## config.mk

```make
export PLATFORM = sky130hd
export DESIGN_NAME = cache_mem_arbiter
export DESIGN_NICKNAME = d
export VERILOG_FILES = /design/src/rtl/cache_mem_arbiter.sv
export SDC_FILE = /design/constraint.sdc
export NUM_CORES = 2
export LEC_CHECK = 0
export BUFFER_PORTS_ARGS = -buffer_cell sky130_fd_sc_hd__buf_2
export CAP_MARGIN = 20
export CORE_AREA = 5 5 544 546
export DETAILED_ROUTE_END_ITERATION = 6
export DIE_AREA = 0 0 549 551
export HOLD_SLACK_MARGIN = 0.06
export PLACE_DENSITY = 0.3
export SLEW_MARGIN = 20
export SYNTH_ARGS = -nofsm -noshare
export SYNTH_HDL_FRONTEND = slang
export SYNTH_SLANG_ARGS = --single-unit
```

## constraint.sdc

```tcl
create_clock -name CLK -period 1.96 [get_ports CLK]
set_input_delay 0.49 -clock CLK [delete_from_list [all_inputs] [get_ports CLK]]
set_output_delay 0.49 -clock CLK [all_outputs]
set_load 0.05 [all_outputs]
```

## src/rtl/cache_mem_arbiter.sv

```systemverilog
// Arbitrates I-cache fills and D-cache write-back/fill onto one line adapter; adapter request one cycle after grant, ready one cycle after ad_ready.
// Requesters hold req until ready; ties are round-robin, or always D-cache when ARB_FIXED_PRIO_EN is defined.
module cache_mem_arbiter (
  input  logic         CLK,
  input  logic         RST,
  input  logic         i_req,
  input  logic [31:0]  i_addr,
  output logic         i_ready,
  output logic [255:0] i_line,
  input  logic         d_req,
  input  logic         d_dirty,
  input  logic [31:0]  d_addr,
  input  logic [31:0]  d_victim_addr,
  input  logic [255:0] d_wline,
  output logic         d_ready,
  output logic [255:0] d_line,
  output logic         ad_re,
  output logic         ad_we,
  output logic [31:0]  ad_addr,
  output logic [255:0] ad_wline,
  input  logic [255:0] ad_rline,
  input  logic         ad_ready
);

  typedef enum logic [2:0] {IDLE, I_FILL, D_WB, D_FILL, RESP} state_t;

  // Line-granular transaction captured when leaving IDLE.
  typedef struct packed {
    logic [26:0]  line_idx;
    logic [26:0]  victim_idx;
    logic [255:0] wline;
    logic         is_d;
  } txn_t;

  state_t       state, state_nxt;
  txn_t         txn_q;
  logic [255:0] line_q;
  logic         grant_any;
  logic         grant_d;

`ifdef ARB_FIXED_PRIO_EN
  assign grant_d = d_req;
`else
  logic last_d_q;
  assign grant_d = d_req & (~i_req | ~last_d_q);
`endif

  assign grant_any = i_req | d_req;

  always_comb begin
    state_nxt = state;
    case (state)
      IDLE: begin
        if (grant_any) begin
          if (grant_d) state_nxt = d_dirty ? D_WB : D_FILL;
          else         state_nxt = I_FILL;
        end
      end
      I_FILL:  if (ad_ready) state_nxt = RESP;
      D_WB:    if (ad_ready) state_nxt = D_FILL;
      D_FILL:  if (ad_ready) state_nxt = RESP;
      RESP:    state_nxt = IDLE;
      default: state_nxt = IDLE;
    endcase
  end

  always_ff @(posedge CLK) begin
    if (RST) begin
      state  <= IDLE;
      txn_q  <= '0;
      line_q <= '0;
`ifndef ARB_FIXED_PRIO_EN
      last_d_q <= 1'b0;
`endif
    end else begin
      state <= state_nxt;
      if (state == IDLE && grant_any) begin
        txn_q.line_idx   <= grant_d ? d_addr[31:5] : i_addr[31:5];
        txn_q.victim_idx <= d_victim_addr[31:5];
        txn_q.wline      <= d_wline;
        txn_q.is_d       <= grant_d;
      end
      if ((state == I_FILL || state == D_FILL) && ad_ready) begin
        line_q <= ad_rline;
`ifndef ARB_FIXED_PRIO_EN
        last_d_q <= txn_q.is_d;
`endif
      end
    end
  end

  always_comb begin
    ad_re    = 1'b0;
    ad_we    = 1'b0;
    ad_addr  = '0;
    ad_wline = '0;
    i_ready  = 1'b0;
    d_ready  = 1'b0;
    i_line   = '0;
    d_line   = '0;
    case (state)
      I_FILL, D_FILL: begin
        ad_re   = 1'b1;
        ad_addr = {txn_q.line_idx, 5'b0};
      end
      D_WB: begin
        ad_we    = 1'b1;
        ad_addr  = {txn_q.victim_idx, 5'b0};
        ad_wline = txn_q.wline;
      end
      RESP: begin
        ad_addr = {txn_q.line_idx, 5'b0};
        if (txn_q.is_d) begin
          d_ready = 1'b1;
          d_line  = line_q;
        end else begin
          i_ready = 1'b1;
          i_line  = line_q;
        end
      end
      default: ;
    endcase
  end

endmodule
```

* Word level (Yosys, flattened, before mapping) *
Cells that the tools add are included.

storage, ports and cells
  flip-flop bits (word level) = 571
  bits of input ports = 614
  output and inout port bits = 804
  logic and storage cells = 45

cells by class
  eq/ne operators = 7
  mux-type cells = 19
  bitwise operators = 5
  reductions and logical operators = 7

operator list
  kind                                                 number
  two-way mux 256 bit                                  5
  case mux 32 bit (2 select lines)                     1
  two-way mux 27 bit                                   1
  two-way mux 3 bit                                    3
  case mux 3 bit (3 select lines)                      1
  two-way mux 1 bit                                    7
  equality test 3 x 2 -> 1 bit, second input constant  2
  != test 2 bit, second input constant                 2
  equality test 3 x 1 -> 1 bit, second input constant  1
  equality test 3 bit, second input constant           1
  logical NOT 3 bit                                    1
  AND reduction 3 bit                                  1
  OR reduction 3 bit                                   1
  logical AND 1 bit                                    2
  two-way mux 2 bit                                    1
  != test 2 x 1 -> 1 bit, second input constant        1
  inverter 1 bit                                       2
  bitwise OR 1 bit                                     2
  OR reduction 2 bit                                   1
  bitwise AND 1 bit                                    1
  logical OR 1 bit                                     1

* Depth between registers and ports, before layout *
  depth in word-level cells = 6
  mapped depth = 7
  mapped depth without buffers = 3

* Worst setup path after synthesis *
Ideal clock, no wire load.

  path type = flip-flop to output port
  from = reg state[0]
  to = out d_line[246]
  data arrival time = 1.935 ns
  path slack = -0.465 ns
  stages on the path, launching flop included = 7
  buffers on the path = 3
  cell sequence = dfxtp_1 > buf_2 > nor2_1 > and3_1 > clkbuf_2 > clkbuf_1 > and2_1

on the way
  word-level cells in the longest chain between the ends = 2

ends and longest elaborated chain
  element                   line  RTL
  start: declaration        35    state_t state, state_nxt;
  start signal: assignment  76    state <= state_nxt;
  equality test 3 bit       101   case (state)
  two-way mux 256 bit       101
  end: declaration          16    output logic [255:0] d_line,

Every way passes these cells.

* Worst setup path after layout *
  from = reg state[1]
  to = out i_line[68]

on the way
  word-level cells in the longest chain between the ends = 2

ends and longest elaborated chain
  element              line  RTL
  equality test 3 bit  101
  two-way mux 256 bit  101
  end: declaration     9     output logic [255:0] i_line,

Every way passes these cells.

==> results.toml <==
[power_and_ir_drop]
cellLeakagePower_nw = 23.10
p_per_area_nw_per_um2 = 690.5
ir_drop_v = 0.0005137
power.total_mw = 39.43

[placement]
dpl_cell_area_um2 = 47750
hpwl_um = 170800
post-place-ws_ns = -0.4372
finalWeightedCongestion = 0.8503
portBuffers = 1397

[global_routing]
grt_pass1_vias = 33875
antenna_found_initial = 75
gr-total-overflow = 0
grt_usage_pct = 13.37
grt_max_degree = 99
grt_pass1_wl_um = 284600

[finish]
nNetsFinal = 6031
postLayoutCellArea_um2 = 57110
final_util_pct = 19.69
mostFrequentLayoutCells = "buf_2, a21oi_1, dfxtp_1"
layout_commonest_cell = "buf_2"
drive_gt1_share_pct = 46.86
area_delta_synth_final_pct = 116.4

[min_path]
hold_depth = 3
min_from = "i_addr[22]"
hp-class = "in -> reg"

[timing]
period_share_pct = 158.6
finalWorstSetupSlack_ns = -1.149
maxSlewViolCount = 0
relSlewSlack_pct = 33.98
hold_viol = 0
skew_ns = 0.03967
rsz0062_at_grt = "true"
finalCriticalPeriod_ns = 3.109
tightest_slew_ns = 0.9873
fmax_ghz = 0.3216
finalSetupViolCount = 801

[clocking]
cts_buffers = 85
clockBufferDepth = 4
cts_tree = "built"
root_buffer = "clkbuf_16"
clk_latency_ns = 0.76
path_clk_slew_ns = 0.06
cts_sinks = 571
htreeDepth = 3

[detailed_routing]
vias_per_cell = 3.502
via_count = 32901
drc = 0
routed_wl_um = 216500
drt_iter0_markers = 2110
dr.pass1.iters = 5
antenna_left = 0
routedWlPerCell_um = 23.04

[logic_synthesis]
yosysSeqAreaShare_pct = 43.32
synth_ff_type = "dfxtp_1"
synth-async-reset-ratio_pct = 0
synth_warnings = 0
synth_top_family_by_area = "simple AND/OR/NAND/NOR gates"
synth_simple_gate_area_share_pct = 31.34
synth_fa_ha_area_share_pct = 0
synth_top_area_share_pct = 43.32
synth_edf_count = 0
synth.area.top_cells = "dfxtp_1, and2_1, a21oi_1"
netlist_instances = 3459
synth_area_per_cell_um2 = 7.629
syn_area_um2 = 26390
post-synth-top-area-cell = "dfxtp_1"
yosys-mux-area-fraction_pct = 0.04267
synth-compound-area-share_pct = 18.96
ys_seq_elements = 571
synthXorXnorAreaFrac_pct = 0
yosys.cell_types.count = 38

[floorplanning]
die_w_um = 549
start_util_pct = 9.097
rows = 198
die_h_um = 551
coreArea_um2 = 290100
die_area_um2 = 302500
ioPinCount = 1418

[run_status]
status = "complete, but fails checks"
failed_checks = "negative setup slack"

[worst_setup_path]
crit_type = "reg -> out"
crit_path_end_kind = "output port"
crit_arrival_ns = 2.62
path_max_fanout = 28
required_ns = 1.47
start_kind = "flop"
critPathLaunch = "state[1]"
rr_startpoint = "last_d_q"
r2r_cells = 5

[run]
drv_cap = 0
worst max-delay path: stages (launching register included):
cell and delay [ns]:
dfxtp_2 0.32, or3b_4 0.41, nor2_4 0.15, buf_12 0.20, buf_16 0.24, and2_2 0.19, buf_12 0.14
repair_timing:
| item | CTS | global route |
|---|---|---|
| endpoints found under the setup margin | 800 | 849 |
| hold endpoints to repair | 558 | 0 |
| pin swaps | 1 | 1 |
| resized for setup | 85 | 130 |
| hold buffers | 566 | 0 |
| gates cloned | 2 | 9 |
| buffers inserted | 0 | 6 |
cell families (layout without fill, tap and decap cells):
family,count (synthesis),in the layout
flops,571,571
compound gates,941,941
buf+inv,363,2372
other cells,1,29
mux,1,1
simple gates,1582,1582
layer usage:
layer / wire length (um) / track usage [%]
met1: 86290 / 15.63
met2: 99940 / 21.91
met3: 19500 / 4.910
met4: 10520 / 5.888
met5: 243 / 0
path summary, 6_finish.rpt:
path	slack, ns	end
worst min register to register	0.46	line_q[28]
worst max-delay path	-1.15	i_line[68]
worst min-delay path	0.15	txn_q[301]
worst max register to register	-0.03	txn_q[284]
flip-flops by register name, summed over array words and instances (netlist names):
name and flops:
line_q 256, last_d_q 1, state 3, txn_q 311
report_power, final:
part	switching [mW]	internal, mW
clock network	6.26	9.26
registers	0.972	12.8
logic	5.96	4.20
area by class of cell:
cell class | count | area (um2)
Sequential cell | 571 | 11430
Timing Repair Buffer | 2228 | 23330
Tap cell | 3900 | 4880
Fill cell | 32281 | 233000
Antenna cell | 24 | 60.06
Clock buffer | 125 | 2449
Multi-Input combinational cell | 2529 | 14690
Inverter | 2 | 7.507
Clock inverter | 17 | 259.0
Yosys cell counts, types with 2 or more instances:
cell type / count
and3_1: 2
buf_4: 6
a21oi_1: 570
nor2_1: 3
dfxtp_1: 571
o32ai_1: 27
clkbuf_2: 2
buf_2: 119
a211oi_1: 27
a22o_1: 27
buf_6: 18
clkbuf_1: 200
buf_1: 16
o21ai_0: 284
and2_1: 768
nand3_1: 283
nand2_1: 515
metrics by stage:
step | TNS (ns) | hold WS (ns) | std cells
6_report | -804.54 | 0.1519 | 9396
5_1_grt | -932.71 | 0.08730 | 9378
4_1_cts | -903.14 | 0.06100 | 9357
3_5_place_dp | -206.50 | 0.4581 | 8647
3_3_place_gp | -211.61 | 0.4529 | 8647
2_1_floorplan | -14.40 | 0.4400 | 3463
(Power assumes the default switching activity.)
